===== config.mk =====
export PLATFORM = sky130hd
export DESIGN_NAME = rv32_m_lsu
export DESIGN_NICKNAME = d
export VERILOG_FILES = /design/src/rtl/rv32_lsu_pkg.sv /design/src/rtl/rv32_m_load_align.sv /design/src/rtl/rv32_m_lsu.sv
export SDC_FILE = /design/constraint.sdc
export NUM_CORES = 1
export LEC_CHECK = 0
export CORE_AREA = 4 4 174 176
export DETAILED_ROUTE_END_ITERATION = 10
export DIE_AREA = 0 0 178 180
export PLACE_DENSITY = 0.72
export SYNTH_ARGS = -nofsm -noshare
export SYNTH_HDL_FRONTEND = slang
export SYNTH_HIERARCHICAL = 1
export SYNTH_SLANG_ARGS = --single-unit

===== constraint.sdc =====
create_clock -name clk_i -period 3 [get_ports clk_i]
set_input_delay 0.6 -clock clk_i [delete_from_list [all_inputs] [get_ports clk_i]]
set_output_delay 0.6 -clock clk_i [all_outputs]
set_load 0.02 [all_outputs]

===== src/rtl/rv32_lsu_pkg.sv =====
// rtl/rv32_lsu_pkg.sv - shared types and constants for the memory-stage load/store unit
package rv32_lsu_pkg;

    typedef enum logic {IDLE, WAIT} lsu_state_t;

    localparam int EXCEPTION_WIDTH = 8;

    localparam logic [2:0] RESULT_SRC_LOAD = 3'b001;

    localparam logic [2:0] F3_LB  = 3'b000;
    localparam logic [2:0] F3_LH  = 3'b001;
    localparam logic [2:0] F3_LW  = 3'b010;
    localparam logic [2:0] F3_LBU = 3'b100;
    localparam logic [2:0] F3_LHU = 3'b101;

    // Bit positions follow the RISC-V mcause numbering.
    localparam int LOAD_MISALIGNED    = 4;
    localparam int LOAD_ACCESS_FAULT  = 5;
    localparam int STORE_MISALIGNED   = 6;
    localparam int STORE_ACCESS_FAULT = 7;

endpackage


===== src/rtl/rv32_m_load_align.sv =====
// rtl/rv32_m_load_align.sv - lane select and sign/zero extension of a loaded word
module rv32_m_load_align
    import rv32_lsu_pkg::*;
(
    input  logic [2:0]  funct3,
    input  logic [1:0]  addr,
    input  logic [31:0] rdata,
    output logic [31:0] data
);

    logic [31:0] shifted;

    assign shifted = rdata >> {addr, 3'b000};

    always_comb begin
        data = shifted;
        case (funct3)
            F3_LB:   data = {{24{shifted[7]}}, shifted[7:0]};
            F3_LH:   data = {{16{shifted[15]}}, shifted[15:0]};
            F3_LBU:  data = {24'd0, shifted[7:0]};
            F3_LHU:  data = {16'd0, shifted[15:0]};
            default: data = shifted;
        endcase
    end

endmodule


===== src/rtl/rv32_m_lsu.sv =====
// rtl/rv32_m_lsu.sv - memory-stage load/store unit with req/ack data bus and M/W pipeline register
module rv32_m_lsu
    import rv32_lsu_pkg::*;
#(
    parameter int TIMEOUT_CYCLES = 16,
    parameter int CNT_W          = $clog2(TIMEOUT_CYCLES + 1)
) (
    input  logic                       clk_i,
    input  logic                       rst_n_i,
    input  logic                       reg_write_i,
    input  logic                       fp_reg_write_i,
    input  logic                       memory_write_i,
    input  logic [2:0]                 result_source_i,
    input  logic [EXCEPTION_WIDTH-1:0] exceptions_i,
    input  logic [31:0]                instr_i,
    input  logic [31:0]                pc_next_i,
    input  logic [31:0]                alu_result_i,
    input  logic [31:0]                write_data_i,
    input  logic [31:0]                fpu_result_i,
    output logic                       dmem_req_o,
    output logic                       dmem_we_o,
    output logic [31:0]                dmem_addr_o,
    output logic [3:0]                 dmem_be_o,
    output logic [31:0]                dmem_wdata_o,
    input  logic                       dmem_ack_i,
    input  logic                       dmem_err_i,
    input  logic [31:0]                dmem_rdata_i,
    output logic                       stall_m_o,
    output logic                       reg_write_o,
    output logic                       fp_reg_write_o,
    output logic [2:0]                 result_source_o,
    output logic [EXCEPTION_WIDTH-1:0] exceptions_o,
    output logic [31:0]                instr_o,
    output logic [31:0]                pc_next_o,
    output logic [31:0]                alu_result_o,
    output logic [31:0]                read_data_o,
    output logic [31:0]                fpu_result_o
);

    lsu_state_t                 state, state_n;
    logic [CNT_W-1:0]           cnt, cnt_n;
    logic                       timeout;
    logic                       is_load, is_store, is_half, is_word;
    logic                       misaligned, access, fault;
    logic [1:0]                 addr_lo;
    logic [3:0]                 be;
    logic [31:0]                load_data;
    logic [EXCEPTION_WIDTH-1:0] exc_add;

    assign addr_lo  = alu_result_i[1:0];
    assign is_load  = (result_source_i == RESULT_SRC_LOAD);
    assign is_store = memory_write_i;
    assign is_half  = (instr_i[13:12] == 2'b01);
    assign is_word  = instr_i[13];

    assign misaligned = (is_load | is_store) & ((is_half & addr_lo[0]) | (is_word & |addr_lo));
    assign access     = (is_load | is_store) & ~|exceptions_i & ~misaligned;

    always_comb begin
        be           = 4'b1111;
        dmem_wdata_o = write_data_i;
        case (instr_i[13:12])
            2'b00: begin
                be           = 4'b0001 << addr_lo;
                dmem_wdata_o = {4{write_data_i[7:0]}};
            end
            2'b01: begin
                be           = 4'b0011 << {addr_lo[1], 1'b0};
                dmem_wdata_o = {2{write_data_i[15:0]}};
            end
            default: ;
        endcase
    end

    // Request is gated by reset so an access in flight is dropped the moment reset asserts.
    assign dmem_req_o  = access & rst_n_i;
    assign dmem_we_o   = dmem_req_o & is_store;
    assign dmem_be_o   = dmem_req_o ? be : 4'b0000;
    assign dmem_addr_o = {alu_result_i[31:2], 2'b00};

    assign stall_m_o = dmem_req_o & ~dmem_ack_i & ~timeout;
    assign fault     = (dmem_req_o & dmem_ack_i & dmem_err_i) | timeout;

    always_ff @(posedge clk_i or negedge rst_n_i) begin
        if (!rst_n_i) begin
            state <= IDLE;
            cnt   <= '0;
        end else begin
            state <= state_n;
            cnt   <= cnt_n;
        end
    end

    always_comb begin
        state_n = state;
        cnt_n   = cnt;
        timeout = 1'b0;
        case (state)
            IDLE: begin
                if (access && !dmem_ack_i) begin
                    state_n = WAIT;
                    cnt_n   = '0;
                end
            end
            WAIT: begin
                if (!access || dmem_ack_i) begin
                    state_n = IDLE;
                end else if (cnt == CNT_W'(TIMEOUT_CYCLES - 1)) begin
                    timeout = 1'b1;
                    state_n = IDLE;
                end else begin
                    cnt_n = cnt + CNT_W'(1);
                end
            end
            default: state_n = IDLE;
        endcase
    end

    rv32_m_load_align u_load_align (
        .funct3 (instr_i[14:12]),
        .addr   (addr_lo),
        .rdata  (dmem_rdata_i),
        .data   (load_data)
    );

    always_comb begin
        exc_add                     = '0;
        exc_add[LOAD_MISALIGNED]    = misaligned & is_load;
        exc_add[STORE_MISALIGNED]   = misaligned & is_store;
        exc_add[LOAD_ACCESS_FAULT]  = fault & is_load;
        exc_add[STORE_ACCESS_FAULT] = fault & is_store;
    end

    always_ff @(posedge clk_i or negedge rst_n_i) begin
        if (!rst_n_i) begin
            reg_write_o     <= 1'b0;
            fp_reg_write_o  <= 1'b0;
            result_source_o <= '0;
            exceptions_o    <= '0;
            instr_o         <= '0;
            pc_next_o       <= '0;
            alu_result_o    <= '0;
            read_data_o     <= '0;
            fpu_result_o    <= '0;
        end else if (stall_m_o) begin
            reg_write_o    <= 1'b0;
            fp_reg_write_o <= 1'b0;
            exceptions_o   <= '0;
        end else begin
            reg_write_o     <= reg_write_i & ~misaligned & ~fault;
            fp_reg_write_o  <= fp_reg_write_i & ~misaligned & ~fault;
            result_source_o <= result_source_i;
            exceptions_o    <= exceptions_i | exc_add;
            instr_o         <= instr_i;
            pc_next_o       <= pc_next_i;
            alu_result_o    <= alu_result_i;
            read_data_o     <= is_load ? load_data : 32'd0;
            fpu_result_o    <= fpu_result_i;
        end
    end

endmodule


* Word-level counts from Yosys, hierarchy flattened
Cells that the tools add are included.
** Operators by class
- Order comparisons :: 0
- Equal/unequal tests :: 9
- Multiplexer cells :: 19
- Add/sub/neg operators :: 1
- Divide/modulo/power cells :: 0
- Bitwise gates (word level) :: 28
- Multipliers :: 0
- Reductions and logical operators :: 10
- Shift-type cells :: 3
** Operators with widths (number)
- $pmux 32 s4 :: 1
- $pmux 32 s2 :: 1
- $mux 32 :: 1
- $shr 32x5->32 :: 1
- $and 1x1->1 :: 19
- $mux 5 :: 3
- $pmux 5 s2 :: 1
- $mux 1 :: 8
- $mux 8 :: 1
- $or 8x8->8 :: 1
- $pmux 4 s2 :: 1
- $reduce_or 8->1 :: 1
- $eq 3x1->1 const B :: 2
- $eq 3x3->1 const B :: 2
- $ne 2x2->1 const B :: 3
- $add 5x1->5 const B :: 1
- $eq 5x4->1 const B :: 1
- $not 1->1 :: 5
- $mux 4 :: 1
- $shl 1x2->4 const A :: 1
- $shl 2x2->4 const A :: 1
- $logic_not 1->1 :: 3
- $logic_not 3->1 :: 1
- $or 1x1->1 :: 3
- 7 further kinds :: 7
** Word-level totals
- Word-level logic and storage cells :: 81
- Bits in latches :: 0
- Memories :: 0
- Flip-flop bits (word level) :: 179
- RAM bits :: 0
- ROM bits :: 0

* Depth between registers and ports, before layout
Gate-level depths: netlist of run 1.
- Depth after elaboration :: 14
- Depth in mapped cells :: 10
- Mapped depth without buffers :: 7

* Hierarchy
The synthesis of run 1 kept the hierarchy.
** By module, submodules not included
- rv32_m_lsu :: times used 1, area an instance 7768.7 µm², cells each 588
- rv32_m_load_align :: times used 1, area an instance 694.4 µm², cells each 107

* Least setup slack after synthesis of run 1
Ideal clock, no wire load.
- Path type :: input -> output
- Start :: in exceptions_i[0]
- End :: out dmem_we_o
- Path buffers :: 1
- Cell stages on the path :: 5
- Slack :: 0.388 ns
- Data required time :: 2.400 ns
- Arrival :: 2.012 ns
- Cells stage by stage :: nor4_1 -> nand2_1 -> clkbuf_1 -> nor2_1 -> and2_1
** Between the ends
- Word-level cells in the longest chain between the ends :: 6
** RTL lines
- start, declared :: line rv32_m_lsu.sv:14 : input logic [EXCEPTION_WIDTH-1:0] exceptions_i,
- $reduce_or 8->1 :: line rv32_m_lsu.sv:57 : assign access = (is_load | is_store) & ~|exceptions_i & ~misaligned;
- $logic_not 1->1 :: line rv32_m_lsu.sv:57
- $and 1x1->1 (2 in series) :: line rv32_m_lsu.sv:57
- $and 1x1->1 :: line rv32_m_lsu.sv:76 : assign dmem_req_o = access & rst_n_i;
- net dmem_req_o :: line rv32_m_lsu.sv:20 : output logic dmem_req_o,
- $and 1x1->1 :: line rv32_m_lsu.sv:77 : assign dmem_we_o = dmem_req_o & is_store;
- end, declared :: line rv32_m_lsu.sv:21 : output logic dmem_we_o,
The timed path passes the listed nets, and every way through them passes these cells.

* Final worst setup path of run 1
- Start :: in exceptions_i[0]
- End :: out dmem_we_o
** Between the ends
- Word-level cells in the longest chain between the ends :: 6
** RTL lines (line)
- $reduce_or 8->1 :: rv32_m_lsu.sv:57
- $logic_not 1->1 :: rv32_m_lsu.sv:57
- $and 1x1->1 (2 in series) :: rv32_m_lsu.sv:57
- $and 1x1->1 :: rv32_m_lsu.sv:76
- $and 1x1->1 :: rv32_m_lsu.sv:77
No other way between the ends.

==> results of run 1 <==
placed cells by master (no fill, tap or decap), types with 4 or more instances in the layout:
master and instances:
buf_12 4, dlygate4sd2_1 11, o21ai_0 14, nand2b_1 4, mux2i_1 60, a21o_1 4
dfrtp_1 179, nand2_1 59, mux2_1 38, inv_1 40, nor2b_1 8, a211oi_1 14
clkbuf_16 17, nor2_1 27, clkinv_8 5, clkdlybuf4s50_1 429, buf_2 6, a21oi_1 12
mux2_2 109, buf_4 37
cell type report:
cell class / instances / area [um^2]
inverters: 40 / 150
well taps: 384 / 480
fillers: 2590 / 14700
clock inverters: 14 / 180
flip-flops and latches: 179 / 4480
clock buffers: 18 / 439
repair buffers: 492 / 4840
multi-input cells: 395 / 3330
synth_stat cells (6+ instances only):
cell        n
mux2i_1    60
mux2_2    109
a211oi_1   14
dfrtp_1   179
mux2_1     38
buf_6       6
nor2_1     27
inv_1      40
clkbuf_1   16
a21oi_1    12
buf_4      46
nor2b_1     8
o21ai_0    14
buf_2      12
nand2_1    60
sequential cells by signal, indices dropped and copies added (netlist names):
signal / cells
read_data_o: 32
alu_result_o: 32
result_source_o: 3
pc_next_o: 32
exceptions_o: 8
state: 1
fp_reg_write_o: 1
cnt: 5
reg_write_o: 1
instr_o: 32
fpu_result_o: 32
path summary, 6_finish.rpt:
path                                          to  depth (start not counted)       startpoint
worst max-delay path                   dmem_we_o                          8  exceptions_i[0]
max in group asynchronous           pc_next_o[0]                          3          rst_n_i
worst max register to register  alu_result_o[16]                          9           cnt[0]
worst min-delay path             fpu_result_o[6]                          2          rst_n_i
worst min register to register      pc_next_o[0]                          1     pc_next_o[0]
min in group clk_i                  pc_next_o[0]                          1     pc_next_o[0]
power by group:
| part | total [mW] | internal (mW) | switching, mW |
|---|---|---|---|
| combinational | 1.22 | 0.658 | 0.560 |
| sequential | 2.58 | 2.52 | 0.0550 |
| clock | 2.30 | 1.16 | 1.13 |
logic make-up (layout without fill, tap and decap cells):
logic type                 count (synthesis)  count (layout)  share of synthesized area
other                                      1               2                   0.000443
muxes                                    207             207                      0.267
AOI/OAI and AO/OA                         67              67                     0.0559
adders and majority gates                  2               2                    0.00296
buffers and inverters                    122             564                     0.0816
and+or+nand+nor                          117             117                     0.0633
DFF                                      179             179                      0.529
layer usage:
metal / share of wire / routed length (um) / up-vias
li1: - / - / 3204
met1: 0.39 / 10900 / 3326
met2: 0.50 / 13800 / 295
met3: 0.093 / 2580 / 34
met4: 0.017 / 477 / 2
met5: 0.00025 / 7 / -
what timing repair did:
action	in CTS	in global routing
endpoints found under the setup margin	152	4
resized for setup	39	5
pin swaps	1	0
cloned	0	0
per-stage QoR:
stage	util	instances	hold WS (ns)	worst slack [ns]
final	0.485	1522	0.182	0.0879
after global routing	0.485	1522	0.164	0.0310
after CTS	0.485	1522	0.158	0.00265
after detailed placement	0.464	1490	0.480	-0.770
after global placement	0.464	1490	0.472	-0.817
after floorplan	-	696	0.304	0.388
==> impl_metrics.yaml, run 1 <==
synth:
  ys_types: 43
  synth_top_area_share: 0.529
  synth-edff-count: 0
  ys_async_sr_fraction: 1.00
  yosysSeqAreaShare: 0.529
  yosysWarnings: 6
  ys_ff_latch: 179
  synth.avg_cell_area_um2: 12.2
  syn_area_um2: 8460
  synth_cells: 695
  synth_area_leaders: "dfrtp_1 (53%), mux2_2 (15%), mux2i_1 (7.1%), mux2_1 (5.1%), buf_4 (4.1%)"
  synth_flop_cell: "dfrtp_1"
  yosysTopAreaCell: "dfrtp_1"
floorplan:
  die_area_um2: 32000
  fp.dieW_um: 178
  die_h_um: 180
  num_io_pins: 454
  fp.coreArea_um2: 28600
  initial_core_util: 0.296
  rows: 62
timing:
  hold_viol: 0
  period_share: 0.971
  finalSetupViolCount: 0
  timing.final.crit_period_ns: 2.91
  finalSetupTns_ns: 0
  maxSlewHeadroom: 0.400
  worst_pin_slew_ns: 0.900
  skew_ns: 0.0129
  rsz0062_at_grt: "no"
  timing.fmax_mhz: 343
  final_max_slew_viol_count: 0
clock_network:
  cts_buffer_depth: 2
  cts.htree.levels: 4
  clk_pin_slew_worst_paths_ns: 0.08
  clockRootBuffer: "clkbuf_16"
  numCtsBuffers: 17
  clk_latency_ns: 0.43
  hold_buffers: 0
  cts_setup_buffers: 0
  cts_tree: "done"
  clock-sinks: 179
critical_path:
  r2r_slack_ns: 0.37
  critPathMostFrequentCell: "buf_4"
  cp.required_ns: 2.40
  critPathLaunchType: "input pin"
  critPathBufInv: 4
  critPathMaxStageDelay_ns: 0.46
  cp_max_fo: 5
  endpoint_kind: "output pin"
  cp.arrival_ns: 2.31
  critPathTopFamily: "buffers and inverters"
  worstSetupPathType: "input pin to output pin"
  slowest_stage: "clkdlybuf4s50_1"
  crit_chain: "clkdlybuf4s50_1 -> nor4_4 -> buf_4 -> nand2_2 -> nor2_1 -> buf_4 -> and2_1 -> buf_2"
routing:
  drc: 0
  wl_per_cell_um: 18.3
  num_vias: 6861
  drt_iter0_markers: 347
  vias_per_cell: 4.51
  wirelength_mm: 27.8
  drt_pass1_iterations: 4
  detail-route-antenna-nets: 0
grt:
  grt-ovfl-total: 0
  grt_pass1_wl_mm: 41.8
  grt.total_usage: 0.168
  grt.met3_usage: 0.0620
  grt_max_degree: 160
  antenna_found_initial: 2
  busiest_layer: "met2"
  grt_pass1_vias: 7209
  use_met2: 0.291
  grt_use_met1: 0.199
place:
  hpwl_mm: 21.8
  io_buffer_count: 451
  place_congestion: 0.856
  placed_area_um2: 13300
final_layout:
  postLayoutCellArea_um2: 13900
  syn_to_final_growth_pct: 64.1
  num_antenna_cells: 0
  drive_above_1_share: 0.179
  nets: 1337
run:
  timing.max_cap.violations: 0
power:
  leakage_nw: 5.67
  p_per_area_nw_per_um2: 438
  ir_worst_vdd_mv: 0.362
  power_mw: 6.09
worst_hold_path:
  min_path_type: "input pin to asynchronous set/reset pin"
outcome:
  status: "complete, no violations"
(Power assumes the default switching activity.)
==> run 2: changes to the inputs <==
SYNTH_HIERARCHICAL = unset   (was 1)
==> run 2 against run 1 <==
Sequential share of layout area decreased by 0.17 points. Synthesized area is 0.16% higher. Non-clock buffer count is 3 higher. Setup slack worse by 0.074 ns. Largest cell class unchanged.
==> impl_metrics.yaml, run 2 <==
clock_network:
  cts_tree: "done"
  clock-sinks: 179
  clk_pin_slew_worst_paths_ns: 0.06
  hold_buffers: 0
  numCtsBuffers: 17
  cts.htree.levels: 4
  clockRootBuffer: "clkbuf_16"
  clk_latency_ns: 0.42
  cts_buffer_depth: 2
synth:
  synthMostInstantiatedCell: "dfrtp_1"
  synth_fa_ha_area_frac: 0.00295
  synth_top_area_share: 0.528
  synthMuxAreaShare: 0.241
  yosys.area_share.xor_xnor: 0
  synth.avg_cell_area_um2: 12.6
  syn_area_um2: 8480
  ys_types: 49
  synth_top_family_by_area: "multiplexers"
  synth_area_leaders: "dfrtp_1 (53%), mux2_1 (12%), mux2_2 (8.2%), mux2i_1 (3.9%), buf_4 (3.6%)"
  yosysSeqAreaShare: 0.528
  ys_async_sr_fraction: 1.00
  ys_ff_latch: 179
  synth_flop_cell: "dfrtp_1"
  synth-edff-count: 0
  yosysTopAreaCell: "dfrtp_1"
  synth_common_cells: "dfrtp_1 (179), mux2_1 (90), mux2_2 (62), buf_4 (41), o21ai_0 (40)"
  synth_cells: 674
  yosys.area_share.simple: 0.0598
  synth_compound_area_frac: 0.0961
  yosysWarnings: 0
final_layout:
  nets: 1310
  num_antenna_cells: 0
  syn_to_final_growth_pct: 64.8
  nFillCells: 2563
  final_common_cell: "clkdlybuf4s50_1"
  final_cell_mix: "clkdlybuf4s50_1 (416), dfrtp_1 (179), mux2_1 (90)"
  fin_util: 0.488
  drive_above_1_share: 0.147
critical_path:
  worstSetupPathType: "input pin to output pin"
  cp_max_fo: 10
  endpoint_kind: "output pin"
  cp.required_ns: 2.40
  r2r_slack_ns: 0.29
  reg2reg_depth: 10
  cp.arrival_ns: 2.39
  r2r_start: "cnt[0]"
  critPathLaunchType: "input pin"
  rr_endpoint: "result_source_o[0]"
grt:
  grt_pass1_vias: 7343
  grt-ovfl-total: 0
  grt.total_usage: 0.178
  grt_max_degree: 182
  antenna_found_initial: 0
  grt_pass1_wl_mm: 44.2
routing:
  wl_met3_mm: 2.87
  vias_per_cell: 4.65
  top_layer: "met4"
  drc: 0
  met2_wirelength_mm: 14.5
  drt_pass1_iterations: 4
  detail-route-antenna-nets: 0
  num_vias: 6955
  wl_per_cell_um: 19.8
  wl_met1_mm: 11.5
  drt_iter0_markers: 334
  wirelength_mm: 29.6
place:
  hpwl_mm: 22.9
  io_buffer_count: 451
  pre_cts_slack_ns: -0.632
  place_congestion: 0.883
run:
  timing.max_cap.violations: 0
timing:
  timing.final.crit_period_ns: 2.99
  period_share: 0.995
  worst_pin_slew_ns: 1.30
  hold_viol: 0
  timing.fmax_mhz: 335
  maxSlewHeadroom: 0.135
  skew_ns: 0.0149
  finalSetupTns_ns: 0
  hold_ws_ns: 0.221
  final_max_slew_viol_count: 0
  worst_slack_ns: 0.0139
  finalSetupViolCount: 0
power:
  ir_worst_vdd_mv: 0.385
  p_per_area_nw_per_um2: 434
  leakage_nw: 5.80
outcome:
  status: "complete, no violations"
floorplan:
  fp.dieW_um: 178
  die_h_um: 180
  rows: 62
  fp.coreArea_um2: 28600
  die_area_um2: 32000
  initial_core_util: 0.296
  num_io_pins: 454
worst_hold_path:
  min_path_type: "input pin to asynchronous set/reset pin"
==> run 2: cell types whose count changed in the layout (fill, tap and decap cells not counted), moves of 21 or more <==
cell      previous run  this run
mux2_1              38        90
o21ai_0             14        40
mux2i_1             60        33
mux2_2             109        62
nor2_1              27         6
inv_1               40         5
o211ai_1             0        25
nand2_1             59        23
nand3_1              0        29
==> run 2: cells by family (layout without fill, tap and decap cells) <==
group | after synthesis | count (layout)
flops | 179 | 179
buf+inv | 96 | 532
compound gates | 121 | 121
other cells | 1 | 2
fa+ha+maj | 2 | 2
mux | 185 | 185
simple gates | 90 | 90
==> run 2: final cells by class <==
cell class	count	area [um^2]	area share
clock buffer	17	425	0.0305
clock inverter	15	170	0.0122
inverter	5	18.8	0.00134
multi-input combinational	400	3430	0.245
sequential	179	4480	0.321
tap	384	480	0.0344
timing repair buffer	495	4960	0.355
==> run 2: critical path, cell delays in order <==
cell             delay (ns)
clkdlybuf4s50_1        0.44
buf_4                  0.16
nor2_4                 0.13
buf_12                 0.14
mux2_2                 0.34
clkdlybuf4s50_1        0.56
==> run 2: through the flow <==
step                      cell area [um^2]  power [mW]  instances
final                                14000        6.06       1495
after global routing                 14000        6.34       1495
after CTS                            13900        6.15       1495
after detailed placement             13300        3.87       1462
after global placement               13300        3.86       1462
after floorplan                       8480        3.12        675
==> run 2: how the worst max path moves through the flow <==
stage | from | to | slack [ns] | cells after the start
after floorplan | result_source_i[2] | dmem_be_o[3] | 0.007 | 4
after global routing | instr_i[12] | dmem_wdata_o[14] | -0.02 | 6
after detailed placement | exceptions_i[0] | dmem_be_o[3] | -0.63 | 9
after global placement | exceptions_i[0] | dmem_be_o[3] | -0.62 | 9
after CTS | exceptions_i[5] | dmem_be_o[3] | 0.002 | 8
final | instr_i[12] | dmem_wdata_o[14] | 0.01 | 6
==> run 2: power breakdown <==
part	switching, mW	internal (mW)	total, mW
registers	0.0546	2.52	2.58
logic	0.580	0.660	1.24
clock network	1.12	1.12	2.24
total	1.75	4.30	6.06
==> run 2: timing repair <==
action	CTS	global route
setup endpoints to repair	24	24
resized for setup	38	32
buffers inserted	1	0
pin swaps	3	3
==> run 2: layer usage <==
metal  track usage  up-vias
met3        0.0651       42
li1              -     3242
met4        0.0535        0
met1         0.213     3364
met2         0.298      307
met5             0        -
